<file path="config.mk">
export PLATFORM = sky130hd
export DESIGN_NAME = match_controller_flat
export DESIGN_NICKNAME = d
export VERILOG_FILES = /design/src/rtl/match_pkg.sv /design/src/rtl/match_controller_if.sv /design/src/rtl/bcd_score_counter.sv /design/src/rtl/match_controller.sv /design/src/flat_wrapper.sv
export SDC_FILE = /design/constraint.sdc
export NUM_CORES = 1
export LEC_CHECK = 0
export CAP_MARGIN = 20
export CORE_MARGIN = 8
export CORE_UTILIZATION = 52
export CTS_CLUSTER_DIAMETER = 120
export DETAILED_ROUTE_END_ITERATION = 6
export PLACE_DENSITY = 0.72
export SLEW_MARGIN = 0
export SYNTH_ARGS = -nofsm -noshare
export SYNTH_HDL_FRONTEND = slang
export SYNTH_SLANG_ARGS = --single-unit
</file>
<file path="constraint.sdc">
create_clock -name clk -period 2.35 [get_ports clk]
set_input_delay 0.47 -clock clk [delete_from_list [all_inputs] [get_ports clk]]
set_output_delay 0.47 -clock clk [all_outputs]
set_load 0.05 [all_outputs]
</file>
<file path="src/rtl/match_pkg.sv">
// Shared encodings for the match controller slice: FSM states, winner codes, digit widths.
// Latency: n/a (types and constants only).
// Backpressure: n/a.
package match_pkg;

   typedef enum logic [1:0] {
      ST_IDLE = 2'b00,
      ST_PLAY = 2'b01,
      ST_HOLD = 2'b10,
      ST_OVER = 2'b11
   } state_t;

   localparam logic [1:0] WIN_NONE = 2'b00;
   localparam logic [1:0] WIN_A    = 2'b01;
   localparam logic [1:0] WIN_B    = 2'b10;
   localparam logic [1:0] WIN_DRAW = 2'b11;

   localparam int BCD_W    = 4;
   localparam int SHADOW_W = 7;

endpackage

</file>
<file path="src/rtl/match_controller_if.sv">
// Bundle between sensor/button logic (master) and the match controller (slave).
// Latency: n/a (wires only).
// Backpressure: none; every signal is a level or a single-cycle pulse.
interface match_controller_if;
   import match_pkg::*;

   logic                start;
   logic                pause;
   logic                goal_a;
   logic                goal_b;
   logic                tick_1hz;
   logic [BCD_W-1:0]    score_a_ones;
   logic [BCD_W-1:0]    score_a_tens;
   logic [BCD_W-1:0]    score_b_ones;
   logic [BCD_W-1:0]    score_b_tens;
   logic [1:0]          state;
   logic [1:0]          winner;
   logic                goal_flash;
   logic                serve_side;
   logic [7:0]          time_left;

   modport master (
      output start, pause, goal_a, goal_b, tick_1hz,
      input  score_a_ones, score_a_tens, score_b_ones, score_b_tens,
      input  state, winner, goal_flash, serve_side, time_left
   );

   modport slave (
      input  start, pause, goal_a, goal_b, tick_1hz,
      output score_a_ones, score_a_tens, score_b_ones, score_b_tens,
      output state, winner, goal_flash, serve_side, time_left
   );

endinterface

</file>
<file path="src/rtl/bcd_score_counter.sv">
// Two-digit BCD score with a binary shadow count used for the win compare.
// Latency: clear/inc take effect on the next clk edge.
// Backpressure: none; saturates at 99 so digits always stay legal BCD.
module bcd_score_counter
   import match_pkg::*;
(
   input  logic                clk,
   input  logic                rst_n,
   input  logic                clear,
   input  logic                inc,
   output logic [BCD_W-1:0]    ones,
   output logic [BCD_W-1:0]    tens,
   output logic [SHADOW_W-1:0] count
);

   localparam logic [SHADOW_W-1:0] MAX_COUNT = SHADOW_W'(99);
   localparam logic [BCD_W-1:0]    DIGIT_MAX = BCD_W'(9);

   // Clear wins over increment; holding at 99 also keeps tens from passing 9.
   always_ff @(posedge clk or negedge rst_n) begin
      if (!rst_n) begin
         ones  <= '0;
         tens  <= '0;
         count <= '0;
      end else if (clear) begin
         ones  <= '0;
         tens  <= '0;
         count <= '0;
      end else if (inc && (count != MAX_COUNT)) begin
         count <= count + SHADOW_W'(1);
         if (ones == DIGIT_MAX) begin
            ones <= '0;
            tens <= tens + BCD_W'(1);
         end else begin
            ones <= ones + BCD_W'(1);
         end
      end
   end

endmodule

</file>
<file path="src/rtl/match_controller.sv">
// Two-player match sequencer: IDLE/PLAY/HOLD/OVER, goal arbitration, scores, winner; MATCH_TIMER_EN adds a countdown.
// Latency: input rising edges act on the same clk edge that first samples them high; outputs are registered.
// Backpressure: none; events arriving in states that cannot use them are dropped.
module match_controller
   import match_pkg::*;
#(
   parameter int WIN_SCORE     = 11,
   parameter int HOLD_CYCLES   = 100000000,
   parameter int MATCH_SECONDS = 90
) (
   input  logic              clk,
   input  logic              rst_n,
   match_controller_if.slave io
);

   localparam int                  HOLD_W    = $clog2(HOLD_CYCLES + 1);
   localparam logic [HOLD_W-1:0]   HOLD_LOAD = HOLD_W'(HOLD_CYCLES - 1);
   localparam logic [SHADOW_W-1:0] WIN_CNT   = SHADOW_W'(WIN_SCORE);

   logic                start_q, goal_a_q, goal_b_q;
   logic                start_ev, goal_a_ev, goal_b_ev;
   state_t              state_q;
   logic [1:0]          winner_q;
   logic                flash_q, serve_q, prio_b_q;
   logic [HOLD_W-1:0]   hold_cnt_q;
   logic                play_live, start_acc, clear_scores;
   logic                both_ev, credit_a, credit_b, win_a, win_b;
   logic [SHADOW_W-1:0] count_a, count_b;
   logic                expire;
   logic [1:0]          time_winner;

   assign start_ev  = io.start  & ~start_q;
   assign goal_a_ev = io.goal_a & ~goal_a_q;
   assign goal_b_ev = io.goal_b & ~goal_b_q;

   // Goals only count in PLAY with pause low; a simultaneous pair goes to the priority holder.
   assign play_live = (state_q == ST_PLAY) & ~io.pause;
   assign both_ev   = play_live & goal_a_ev & goal_b_ev;
   assign credit_a  = play_live & goal_a_ev & (~goal_b_ev | ~prio_b_q);
   assign credit_b  = play_live & goal_b_ev & (~goal_a_ev |  prio_b_q);
   assign win_a     = credit_a & ((count_a + SHADOW_W'(1)) == WIN_CNT);
   assign win_b     = credit_b & ((count_b + SHADOW_W'(1)) == WIN_CNT);

   assign start_acc    = start_ev & ((state_q == ST_IDLE) | (state_q == ST_OVER));
   assign clear_scores = start_acc | (state_q == ST_IDLE);

`ifdef MATCH_TIMER_EN
   localparam logic [7:0] MATCH_LOAD = 8'(MATCH_SECONDS);

   logic                tick_live;
   logic [7:0]          time_q;
   logic [SHADOW_W-1:0] next_a, next_b;

   // The clock runs through PLAY (unpaused) and HOLD; expiry is judged on post-goal scores.
   assign tick_live   = io.tick_1hz & (play_live | (state_q == ST_HOLD));
   assign expire      = tick_live & (time_q == 8'd1);
   assign next_a      = count_a + SHADOW_W'(credit_a);
   assign next_b      = count_b + SHADOW_W'(credit_b);
   assign time_winner = (next_a > next_b) ? WIN_A :
                        (next_b > next_a) ? WIN_B : WIN_DRAW;
   assign io.time_left = time_q;

   // Load on match start, count down on live ticks, stop at zero.
   always_ff @(posedge clk or negedge rst_n) begin
      if (!rst_n) begin
         time_q <= '0;
      end else if (start_acc) begin
         time_q <= MATCH_LOAD;
      end else if (tick_live && (time_q != 8'd0)) begin
         time_q <= time_q - 8'd1;
      end
   end
`else
   logic unused_tick;

   assign unused_tick  = io.tick_1hz;
   assign expire       = 1'b0;
   assign time_winner  = WIN_NONE;
   assign io.time_left = '0;
`endif

   // Input history for rising-edge detection; updated in every state.
   always_ff @(posedge clk or negedge rst_n) begin
      if (!rst_n) begin
         start_q  <= 1'b0;
         goal_a_q <= 1'b0;
         goal_b_q <= 1'b0;
      end else begin
         start_q  <= io.start;
         goal_a_q <= io.goal_a;
         goal_b_q <= io.goal_b;
      end
   end

   // Match FSM: a WIN_SCORE win beats timer expiry, which beats the post-goal HOLD.
   always_ff @(posedge clk or negedge rst_n) begin
      if (!rst_n) begin
         state_q    <= ST_IDLE;
         winner_q   <= WIN_NONE;
         flash_q    <= 1'b0;
         serve_q    <= 1'b0;
         prio_b_q   <= 1'b0;
         hold_cnt_q <= '0;
      end else begin
         unique case (state_q)
            ST_IDLE, ST_OVER: begin
               if (start_ev) begin
                  state_q  <= ST_PLAY;
                  winner_q <= WIN_NONE;
                  serve_q  <= 1'b0;
                  prio_b_q <= 1'b0;
                  flash_q  <= 1'b0;
               end
            end
            ST_PLAY: begin
               if (both_ev) prio_b_q <= ~prio_b_q;
               if (credit_a | credit_b) serve_q <= credit_a;
               if (win_a) begin
                  state_q  <= ST_OVER;
                  winner_q <= WIN_A;
               end else if (win_b) begin
                  state_q  <= ST_OVER;
                  winner_q <= WIN_B;
               end else if (expire) begin
                  state_q  <= ST_OVER;
                  winner_q <= time_winner;
               end else if (credit_a | credit_b) begin
                  state_q    <= ST_HOLD;
                  flash_q    <= 1'b1;
                  hold_cnt_q <= HOLD_LOAD;
               end
            end
            ST_HOLD: begin
               if (expire) begin
                  state_q  <= ST_OVER;
                  winner_q <= time_winner;
                  flash_q  <= 1'b0;
               end else if (hold_cnt_q == '0) begin
                  state_q <= ST_PLAY;
                  flash_q <= 1'b0;
               end else begin
                  hold_cnt_q <= hold_cnt_q - HOLD_W'(1);
               end
            end
         endcase
      end
   end

   assign io.state      = state_q;
   assign io.winner     = winner_q;
   assign io.goal_flash = flash_q;
   assign io.serve_side = serve_q;

   bcd_score_counter u_score_a (
      .clk   (clk),
      .rst_n (rst_n),
      .clear (clear_scores),
      .inc   (credit_a),
      .ones  (io.score_a_ones),
      .tens  (io.score_a_tens),
      .count (count_a)
   );

   bcd_score_counter u_score_b (
      .clk   (clk),
      .rst_n (rst_n),
      .clear (clear_scores),
      .inc   (credit_b),
      .ones  (io.score_b_ones),
      .tens  (io.score_b_tens),
      .count (count_b)
   );

endmodule
</file>
<file path="src/flat_wrapper.sv">
// flat-port wrapper written by rule: the top's interface ports become plain ports
module match_controller_flat import match_pkg::*;
#(
   parameter int WIN_SCORE     = 11,
   parameter int HOLD_CYCLES   = 100000000,
   parameter int MATCH_SECONDS = 90
)
  (clk, rst_n, io_start, io_pause, io_goal_a, io_goal_b, io_tick_1hz, io_score_a_ones, io_score_a_tens, io_score_b_ones, io_score_b_tens, io_state, io_winner, io_goal_flash, io_serve_side, io_time_left);
  match_controller_if io_i ();
  input  logic clk;
  input  logic rst_n;
  input wire logic [$bits(io_i.start)-1:0] io_start;
  input wire logic [$bits(io_i.pause)-1:0] io_pause;
  input wire logic [$bits(io_i.goal_a)-1:0] io_goal_a;
  input wire logic [$bits(io_i.goal_b)-1:0] io_goal_b;
  input wire logic [$bits(io_i.tick_1hz)-1:0] io_tick_1hz;
  output wire logic [$bits(io_i.score_a_ones)-1:0] io_score_a_ones;
  output wire logic [$bits(io_i.score_a_tens)-1:0] io_score_a_tens;
  output wire logic [$bits(io_i.score_b_ones)-1:0] io_score_b_ones;
  output wire logic [$bits(io_i.score_b_tens)-1:0] io_score_b_tens;
  output wire logic [$bits(io_i.state)-1:0] io_state;
  output wire logic [$bits(io_i.winner)-1:0] io_winner;
  output wire logic [$bits(io_i.goal_flash)-1:0] io_goal_flash;
  output wire logic [$bits(io_i.serve_side)-1:0] io_serve_side;
  output wire logic [$bits(io_i.time_left)-1:0] io_time_left;
  assign io_i.start = io_start;
  assign io_i.pause = io_pause;
  assign io_i.goal_a = io_goal_a;
  assign io_i.goal_b = io_goal_b;
  assign io_i.tick_1hz = io_tick_1hz;
  assign io_score_a_ones = io_i.score_a_ones;
  assign io_score_a_tens = io_i.score_a_tens;
  assign io_score_b_ones = io_i.score_b_ones;
  assign io_score_b_tens = io_i.score_b_tens;
  assign io_state = io_i.state;
  assign io_winner = io_i.winner;
  assign io_goal_flash = io_i.goal_flash;
  assign io_serve_side = io_i.serve_side;
  assign io_time_left = io_i.time_left;
  match_controller #(.WIN_SCORE(WIN_SCORE), .HOLD_CYCLES(HOLD_CYCLES), .MATCH_SECONDS(MATCH_SECONDS)) u_core (.clk(clk), .rst_n(rst_n), .io(io_i));
endmodule
</file>
==> summary.txt, run 1 <==
Routing
  • Via density per instance: ~5.7
  • Detailed Route WL: roughly 9600 µm
  • Initial DRC count: approximately 100
  • DRC violations left: 0
  • Vias: ~3400
  • Wire per inst: 16.1 µm
  • Post-DRT Antenna Nets: 0
  • First-pass DRT Iterations: 4

Setup path
  • CP Max Fanout: 4
  • Worst r2r src: u_core.hold_cnt_q[20]$_DFFE_PN0P_
  • Critical Path AT: 2.65 ns
  • Worst endpoint required time: between 2 and 3 ns
  • Crit. End Element: flop
  • Reg2Reg Setup Slack: -0.07 ns
  • Setup crit start kind: flop
  • Worst R2R Path Depth: 7
  • CP Class: reg2reg
  • Reg2reg end: u_core.io.state[0]$_DFFE_PN0P_

Floorplanning
  • Die area: 10500 µm²
  • Die Span Y: 103 µm
  • Die X: around 100 µm
  • FP Rows: 31
  • I/O pin count: 37
  • Initial Utilization: 0.539
  • Core Area: between 7000 and 8000 µm²

Cells and area
  • Fin area: approximately 5200 µm²
  • Commonest non-fill, non-tap cell in the layout: dfrtp_1
  • # fillers: approximately 540
  • Layout cells sized above 1: 0.268
  • Antenna Cells: 0
  • Area Overhead vs Synth: 33.7%
  • Most frequent cells in the layout: dfrtp_1 (64), buf_4 (54), nor2_1 (47), nand2_1 (25), clkdlybuf4s50_1 (23)
  • Nets: about 520
  • Final core utilization: 0.720

Placement
  • Port bufs: 27
  • Area after DPL: around 4600 µm²
  • Final HPWL DP: around 6000 µm
  • Final RePlAce weighted congestion: 0.812

Clock tree
  • Clock transition at the registers of the reported paths: 0.08 ns
  • Skew-Pair Late Insertion Delay: between 0.3 and 0.4 ns
  • Root buffer cell: clkbuf_8
  • Clock Sink Count: 67
  • Clock Tree Buf Depth: 2
  • CTS buffer count: 9
  • # hold bufs at CTS: 0
  • Depth of the CTS H-tree: 3
  • CTS tree: yes

Timing
  • Maximum clock rate: 413 MHz
  • Worst-Margin Slew: 0.522 ns
  • Max Clock Skew: ~0.01 ns
  • Hold Vio Cnt, Final: 0
  • RSZ-0062 raised after global routing: yes
  • Setup WS post-layout: -0.0728 ns
  • Slew Viols, Final: 0
  • Final setup viols: 14
  • Slew margin rel.: 0.651
  • Final min period: ~2.4 ns
  • Tcrit/Tclk final: 1.03

Logic synthesis
  • Synth Area in Adders: 0.0480
  • Synth Area in XOR/XNOR: 0.0516
  • Cells after Synth: roughly 420
  • Synth warnings: 0
  • Main area contributors after synthesis: dfrtp_1 (43%), ha_1 (4.8%), nor2_1 (4.5%), a31oi_1 (3.4%), xnor2_1 (3.1%)
  • Largest family of logic cells by synthesized area: simple AND/OR/NAND/NOR gates
  • Yosys top cell area share: 0.429
  • Netlist Area Pre-Place: approximately 4000 µm²
  • Synth Area in Compound Gates: 0.168
  • Post-synth ARST share: 1.00
  • Synth unique cells: 67
  • #FFs+latches synth: 67
  • Dominant cell type by area after synthesis: dfrtp_1
  • Avg Cell Area, Syn: between 9 and 10 µm²
  • Mux share of post-synthesis cell area: 0.0179
  • Simple-gate share of the synthesized area: 0.232
  • Post-synth EDFFs: 0
  • Top_reg_cell synth: dfrtp_1
  • Sequential share of the synthesized area: 0.429

Pwr
  • Pwr/cell area: 809 nW/µm²
  • Worst IR Drop VDD: 0.526 mV
  • P_leak: roughly 2.2 nW

Min path
  • Hold Path Class: in2async

Global routing
  • Total grt overflow: 0
  • First-pass GRT wire length: between 10000 and 15000 µm
  • Initial antenna violation count: 0
  • Number of global-route vias before repair: between 3000 and 4000
  • Largest net degree at the start of global routing: 68
  • GRT Overall Usage: 0.176

Run status
  • Status: complete, but fails checks
  • Violated checks: negative setup slack

Run
  • Max-cap violations: 0
==> repair_timing <==
item                       CTS  global route
setup buffers                7             7
resized for setup           11            42
setup endpoints to repair   29            32
pin swaps                    5            14
gates cloned                 1             1
==> through the flow <==
| stage | hold slack [ns] | total power (W) | std cells | worst slack, ns | TNS (ns) |
|---|---|---|---|---|---|
| global placement | 0.474 | 0.00298 | 567 | -0.363 | -8.17 |
| detailed placement | 0.485 | 0.00302 | 567 | -0.425 | -9.98 |
| floorplan | 0.174 | 0.00257 | 424 | -0.161 | -1.55 |
| global route | 0.136 | 0.00447 | 599 | -0.162 | -1.78 |
| CTS | 0.155 | 0.00405 | 591 | -0.0977 | -1.46 |
| finish | 0.118 | 0.00423 | 599 | -0.0728 | -0.258 |
==> registers in the layout, summed over array words and instances, names as in the netlist <==
name / count
u_core.u_score_a.ones: 4
u_core.start_q: 1
u_core.u_score_a.tens: 4
u_core.u_score_b.tens: 4
u_core.prio_b_q: 1
u_core.goal_b_q: 1
u_core.io.serve_side: 1
u_core.io.winner: 2
u_core.goal_a_q: 1
u_core.u_score_b.ones: 4
u_core.u_score_b.count: 7
u_core.io.goal_flash: 1
u_core.u_score_a.count: 7
u_core.hold_cnt_q: 27
u_core.io.state: 2
==> per-layer routing <==
layer  part of all wire  track usage  vias to the layer above  wire, µm
met1               0.43        0.206                     1686      4130
met2               0.52        0.301                       67      5010
li1                   -            -                     1652         -
met5                  0            0                        -         0
met3              0.043       0.0466                       10       410
met4              0.010       0.0655                        0        96
==> logic make-up after synthesis <==
group | Yosys count
adder cells (fa/ha/maj) | 15
multiplexers | 6
AO/OA/AOI/OAI | 93
other | 1
flip-flops | 67
XOR/XNOR | 23
AND/OR/NAND/NOR | 167
buffers and inverters | 45
==> worst max-delay path by stage <==
| stage | start | to | slack [ns] | depth (start not counted) |
|---|---|---|---|---|
| after floorplan | u_core.hold_cnt_q[13]$_DFFE_PN0P_ | u_core.io.state[0]$_DFFE_PN0P_ | -0.16 | 6 |
| after detailed placement | io_pause | u_core.hold_cnt_q[4]$_DFFE_PN0P_ | -0.42 | 7 |
| after global placement | io_goal_a | u_core.hold_cnt_q[4]$_DFFE_PN0P_ | -0.36 | 7 |
| after CTS | u_core.hold_cnt_q[15]$_DFFE_PN0P_ | u_core.io.state[1]$_DFFE_PN0P_ | -0.1 | 6 |
| after global routing | u_core.hold_cnt_q[15]$_DFFE_PN0P_ | u_core.hold_cnt_q[26]$_DFFE_PN0P_ | -0.16 | 7 |
| final | u_core.hold_cnt_q[20]$_DFFE_PN0P_ | u_core.io.state[0]$_DFFE_PN0P_ | -0.07 | 7 |
==> area by class of cell <==
type | instances | area, µm² | area share
Multi-Input combinational cell | 312 | 2360 | 0.453
Inverter | 15 | 56.3 | 0.0108
Clock inverter | 4 | 50.0 | 0.00958
Clock buffer | 12 | 145 | 0.0278
Tap cell | 99 | 124 | 0.0237
Sequential cell | 67 | 1680 | 0.322
Timing Repair Buffer | 90 | 802 | 0.154
==> critical path, stage by stage, from the launching register on <==
cell      delay (ns)
dfrtp_1         0.38
or4_4           0.55
or4_4           0.47
nor3_4          0.23
buf_12          0.15
o21bai_4        0.06
nand2b_4        0.16
mux2_4          0.30
==> Yosys cell counts (9+ instances only) <==
cell type / count
clkbuf_1: 15
ha_1: 15
nand3_1: 15
nor3_1: 13
nor2_1: 47
xnor2_1: 14
xor2_1: 9
a31oi_1: 21
nand2_1: 26
dfrtp_1: 67
inv_1: 14
a21oi_1: 17
==> where the power goes <==
| group | internal, W | switching, W | total (W) |
|---|---|---|---|
| Sequential | 0.00125 | 0.000110 | 0.00136 |
| Clock | 0.000518 | 0.000451 | 0.000969 |
| Combinational | 0.000726 | 0.00117 | 0.00190 |
Note: power is estimated with default switching activity, not from simulation.
==> run 2, diff against run 1 <==
--- a/config.mk
+++ b/config.mk
@@ -10,6 +10,7 @@
 export CORE_UTILIZATION = 52
 export CTS_CLUSTER_DIAMETER = 120
 export DETAILED_ROUTE_END_ITERATION = 6
+export HOLD_SLACK_MARGIN = 0.02
 export PLACE_DENSITY = 0.72
 export SLEW_MARGIN = 0
 export SYNTH_ARGS = -nofsm -noshare
==> results of run 2 <==
Final layout, timing and power as in run 1 (identical DEF).
